[src/rtl/uart_pkg.sv]
// Shared UART definitions: FSM state encoding, frame width and bit-timing derivation.
// Used by both the receiver and the transmitter.
package uart_pkg;

    typedef enum logic [1:0] {
        StIdle,
        StStart,
        StData,
        StStop
    } uart_state_e;

    localparam int unsigned DataBits = 8;

    function automatic int unsigned clks_per_bit(input int unsigned clk_hz,
                                                 input int unsigned baud_hz);
        return clk_hz / baud_hz;
    endfunction

    function automatic int unsigned half_bit(input int unsigned clk_hz,
                                             input int unsigned baud_hz);
        return clks_per_bit(clk_hz, baud_hz) / 2;
    endfunction

endpackage

[src/rtl/uart_rx_sync.sv]
// Two-flop synchronizer for the serial line plus falling-edge detect on the synced value.
// All flops reset to 1 so that reset looks like an idle line.
module uart_rx_sync (
    input  logic clk_i,
    input  logic rst_i,
    input  logic rx_i,
    output logic rx_sync_o,
    output logic rx_fall_o
);

    logic sync1_q, sync2_q, prev_q;

    always_ff @(posedge clk_i or posedge rst_i) begin
        if (rst_i) begin
            sync1_q <= 1'b1;
            sync2_q <= 1'b1;
            prev_q  <= 1'b1;
        end else begin
            sync1_q <= rx_i;
            sync2_q <= sync1_q;
            prev_q  <= sync2_q;
        end
    end

    assign rx_sync_o = sync2_q;
    assign rx_fall_o = prev_q & ~sync2_q;

endmodule

[src/rtl/uart_rx.sv]
// UART receiver, 8N1: samples each bit at mid-period and holds the last byte in a
// valid/ready output register with frame-error and overrun pulses.
module uart_rx
    import uart_pkg::*;
#(
    parameter int unsigned CLK_FREQUENCY  = 125000000,
    parameter int unsigned UART_FREQUENCY = 9600
) (
    input  logic                i_clock,
    input  logic                i_reset,
    input  logic                i_rx,
    input  logic                i_ready,
    output logic [DataBits-1:0] o_data,
    output logic                o_valid,
    output logic                o_frame_error,
    output logic                o_overrun,
    output logic                o_busy
);

    localparam int unsigned ClksPerBit = clks_per_bit(CLK_FREQUENCY, UART_FREQUENCY);
    localparam int unsigned HalfBit    = half_bit(CLK_FREQUENCY, UART_FREQUENCY);
    localparam int unsigned CntW       = (ClksPerBit > 1) ? $clog2(ClksPerBit) : 1;
    localparam int unsigned IdxW       = $clog2(DataBits);

    localparam logic [CntW-1:0] BitLast    = CntW'(ClksPerBit - 1);
    localparam logic [CntW-1:0] HalfLast   = CntW'(HalfBit - 1);
    localparam logic [IdxW-1:0] BitIdxLast = IdxW'(DataBits - 1);

    logic rx_sync, rx_fall;

    uart_rx_sync u_sync (
        .clk_i     (i_clock),
        .rst_i     (i_reset),
        .rx_i      (i_rx),
        .rx_sync_o (rx_sync),
        .rx_fall_o (rx_fall)
    );

    uart_state_e         state_q;
    logic [CntW-1:0]     cnt_q;
    logic [IdxW-1:0]     bit_idx_q;
    logic [DataBits-1:0] shift_q;

    always_ff @(posedge i_clock or posedge i_reset) begin
        if (i_reset) begin
            state_q       <= StIdle;
            cnt_q         <= '0;
            bit_idx_q     <= '0;
            shift_q       <= '0;
            o_data        <= '0;
            o_valid       <= 1'b0;
            o_frame_error <= 1'b0;
            o_overrun     <= 1'b0;
            o_busy        <= 1'b0;
        end else begin
            o_frame_error <= 1'b0;
            o_overrun     <= 1'b0;
            if (o_valid && i_ready) begin
                o_valid <= 1'b0;
            end

            case (state_q)
                StIdle: begin
                    if (rx_fall) begin
                        state_q <= StStart;
                        cnt_q   <= '0;
                        o_busy  <= 1'b1;
                    end
                end
                StStart: begin
                    if (cnt_q == HalfLast) begin
                        cnt_q <= '0;
                        if (!rx_sync) begin
                            state_q   <= StData;
                            bit_idx_q <= '0;
                        end else begin
                            // Line was high again at mid start bit: glitch, not a frame.
                            state_q <= StIdle;
                            o_busy  <= 1'b0;
                        end
                    end else begin
                        cnt_q <= cnt_q + 1'b1;
                    end
                end
                StData: begin
                    if (cnt_q == BitLast) begin
                        cnt_q   <= '0;
                        shift_q <= {rx_sync, shift_q[DataBits-1:1]};
                        if (bit_idx_q == BitIdxLast) begin
                            state_q <= StStop;
                        end else begin
                            bit_idx_q <= bit_idx_q + 1'b1;
                        end
                    end else begin
                        cnt_q <= cnt_q + 1'b1;
                    end
                end
                StStop: begin
                    if (cnt_q == BitLast) begin
                        cnt_q   <= '0;
                        state_q <= StIdle;
                        o_busy  <= 1'b0;
                        if (!rx_sync) begin
                            o_frame_error <= 1'b1;
                        end else if (!o_valid || i_ready) begin
                            // A same-cycle handshake frees the register for the new byte.
                            o_data  <= shift_q;
                            o_valid <= 1'b1;
                        end else begin
                            o_overrun <= 1'b1;
                        end
                    end else begin
                        cnt_q <= cnt_q + 1'b1;
                    end
                end
                default: begin
                    state_q <= StIdle;
                    o_busy  <= 1'b0;
                end
            endcase
        end
    end

endmodule

[config.mk]
export PLATFORM = sky130hd
export DESIGN_NAME = uart_rx
export DESIGN_NICKNAME = d
export VERILOG_FILES = /design/src/rtl/uart_pkg.sv /design/src/rtl/uart_rx_sync.sv /design/src/rtl/uart_rx.sv
export SDC_FILE = /design/constraint.sdc
export NUM_CORES = 1
export LEC_CHECK = 0
export ABC_AREA = 0
export BUFFER_PORTS_ARGS = -buffer_cell sky130_fd_sc_hd__buf_2
export CORE_ASPECT_RATIO = 0.6
export CORE_MARGIN = 3
export CORE_UTILIZATION = 40
export DETAILED_ROUTE_END_ITERATION = 12
export PLACE_DENSITY = 0.57
export SLEW_MARGIN = 20
export SYNTH_ARGS = -nofsm -noshare
export SYNTH_HDL_FRONTEND = slang
export SYNTH_SLANG_ARGS = --single-unit
[constraint.sdc]
create_clock -name i_clock -period 5.2 [get_ports i_clock]
set_clock_uncertainty 0.05 [all_clocks]
set_input_delay 1.04 -clock i_clock [delete_from_list [all_inputs] [get_ports i_clock]]
set_output_delay 1.04 -clock i_clock [all_outputs]
set_load 0.1 [all_outputs]
==> results by group <==
Run status
  – Status: finished clean

Power and ir drop
  – VDD IR max: 0.250 mV
  – Leak: roughly 1.1 nW
  – PD cells: 392 mW/mm2

Detailed routing
  – Routed wire length: 4030 um
  – Vias: 1381
  – Post-route ant nets: 0
  – First DRT Iteration DRCs: 75
  – WL/cell: roughly 16 um
  – DRC Markers: 0
  – Vias per std cell: 5.46
  – DR pass1 iterations: 4

Worst setup path
  – WP depth: 1
  – Reg2reg setup slack: 3010 ps
  – Crit end category: output port
  – Worst r2r path cells: 6
  – Worst endpoint data arrival time: 1110 ps
  – Crit path max-delay cell type: buf_2
  – CP startpoint kind: flop
  – CP max stage delay: around 440 ps
  – R2r startpoint: cnt_q[0]
  – Worst EP required: 4110 ps
  – CP startpoint: o_busy
  – R2R Path End: cnt_q[12]
  – Crit path max-delay family: buffers and inverters
  – Worst path cell trace: buf_2
  – CP Buf/Inv Count: 1
  – CP Class: reg2out
  – Crit-path max FO: 3
  – Crit path capture: o_busy

Final layout
  – Layout cells sized above 1: 25.8%
  – Final instance area: approximately 0.0022 mm2
  – Most common cell after layout, fill and taps aside: dfrtp_1
  – Fin util: 47.6%
  – Commonest non-fill, non-tap cells in the layout: 39 x dfrtp_1, 19 x nand2_1, 17 x mux2_2
  – Area grow syn2layout: 11.6%
  – Nets: 198
  – N_diodes: 0

Timing
  – Count of pins over their slew limit: 0
  – Final hold violations: 0
  – Slew margin rel.: 42.1%
  – TNS Setup: 0 ps
  – Min Hold Slack: ~310 ps
  – Min Tclk post-route: 2200 ps
  – Final setup margin: about 3000 ps
  – Least-Margin Pin Slew: 863 ps
  – Setup violators final: 0
  – RSZ-0062 raised after global routing: no
  – Max Fclk: roughly 450 MHz
  – Period utilization: a little over two fifths

Placed design
  – Input/output buffers: 15
  – Hpwl dp: 2950 um
  – GPL Wtd Cong: 0.852
  – Pre-CTS WS: 3040 ps
  – Area post-placement: 0.00213 mm2

CTS
  – Cts bufs inserted: 5
  – Clock Latency Late Sink: just under 300 ps
  – CTS clk-pin slew, worst paths: 80 ps
  – H-tree levels: 2
  – Root Driver: clkbuf_8
  – CTS tree: yes
  – Clock sinks: 42
  – Post-cts resize count: 0
  – Clock Path Buffers: 2
  – Hold buffer count at cts: 0
  – Number of setup buffers added after CTS: 0

GRT
  – Initial antenna violation count: 0
  – Number of global-route vias before repair: 1249
  – Remaining Overflow, GRT: 0
  – GRT Util Overall: 14.5%
  – Largest net degree at the start of global routing: 43
  – First-pass GRT wire length: 6560 um

Hold path
  – Worst hold path class: reg2reg

Die
  – Die W: 97.4 um
  – Die H: 60.9 um
  – Boundary pin count: 16
  – Core area: between 0.004 and 0.005 mm2
  – Initial Util: 42.6%
  – # rows: 19
  – Die Area: around 0.0059 mm2

Synth
  – Async set-reset flop share out of synthesis: 100%
  – Synth Cell Area: 0.00201 mm2
  – Top FF cell, synth: dfrtp_1
  – Yosys warns: 0
  – Syn_nets: around 180
  – Syn_area_per_cell: 11.7 um2
  – Syn Inst Count: approximately 170
  – Number of synthesized flops with an enable pin: 0
  – Sequential element share of the synthesized area: 52.6%
  – Flops & latches, synth: 42
  – Count of cell types in the netlist: 42

Run
  – Max-cap violations: 0
-- registers in the layout, indices dropped and copies added, names as in the netlist, named ones only --
| name | count |
|---|---|
| shift_q | 8 |
| cnt_q | 14 |
| state_q | 1 |
| o_data | 8 |
| u_sync.prev_q | 1 |
| u_sync.sync1_q | 1 |
| o_valid | 1 |
| u_sync.rx_sync_o | 1 |
| o_overrun | 1 |
| bit_idx_q | 3 |
| o_frame_error | 1 |
| o_busy | 1 |
-- metrics by stage --
| stage | power (mW) | cells |
|---|---|---|
| after floorplan | 0.594 | 172 |
| after CTS | 0.882 | 253 |
| after global routing | 0.929 | 253 |
| after global placement | 0.623 | 245 |
| final | 0.877 | 253 |
| after detailed placement | 0.627 | 245 |
-- cell type report --
type | instances | area (um2)
fillers | 431 | 2470
well taps | 63 | 78.8
multi-input cells | 118 | 891
clock inverters | 2 | 37.5
inverters | 6 | 22.5
repair buffers | 16 | 82.6
flip-flops and latches | 42 | 1050
clock buffers | 6 | 72.6
-- layer usage --
metal	vias to the layer above	share of wire [%]	GRT usage (%)
met5	-	0	0
met4	0	0.47	4.14
met3	5	5.4	4.02
met2	39	41	18.8
met1	677	53	22.9
li1	660	-	-
-- synth_stat cells (4+ instances only) --
library cell	count	share of area, %
o21ai_0	5	1.2
dfrtp_1	39	49
o21ai_1	4	1.0
a22o_1	5	2.2
nand3_1	5	1.2
mux2_2	17	9.5
nor2_1	5	0.94
inv_1	6	1.1
and4_1	4	1.7
a31oi_1	8	2.5
a21oi_1	8	2.0
ha_1	5	3.1
nand2_1	19	3.6
-- cell families (layout without fill, tap and decap cells) --
kind of cell / after synthesis / in the layout / synth area share (%)
adders and majority gates: 5 / 5 / 3.12
AOI/OAI and AO/OA: 35 / 35 / 11.3
and+or+nand+nor: 56 / 56 / 18.2
xor gates and xnor gates: 4 / 4 / 1.75
DFF: 42 / 42 / 52.6
buffers and inverters: 12 / 30 / 3.05
muxes: 18 / 18 / 10.0
-- worst min path at each step --
stage | start | end | slack (ps) | depth (start not counted)
floorplan | u_sync.sync1_q | u_sync.rx_sync_o | 300 | 0
global placement | u_sync.sync1_q | u_sync.rx_sync_o | 300 | 0
detailed placement | u_sync.sync1_q | u_sync.rx_sync_o | 300 | 0
CTS | u_sync.sync1_q | u_sync.rx_sync_o | 310 | 0
global route | u_sync.sync1_q | u_sync.rx_sync_o | 310 | 0
finish | u_sync.sync1_q | u_sync.rx_sync_o | 310 | 0
-- power by group --
part / internal [mW] / leakage, nW / total [mW] / switching (mW)
logic: 0.0723 / 0.481 / 0.199 / 0.127
clock network: 0.143 / 0.0514 / 0.252 / 0.109
registers: 0.362 / 0.556 / 0.426 / 0.0640
Power figures use the tool's default switching activity.
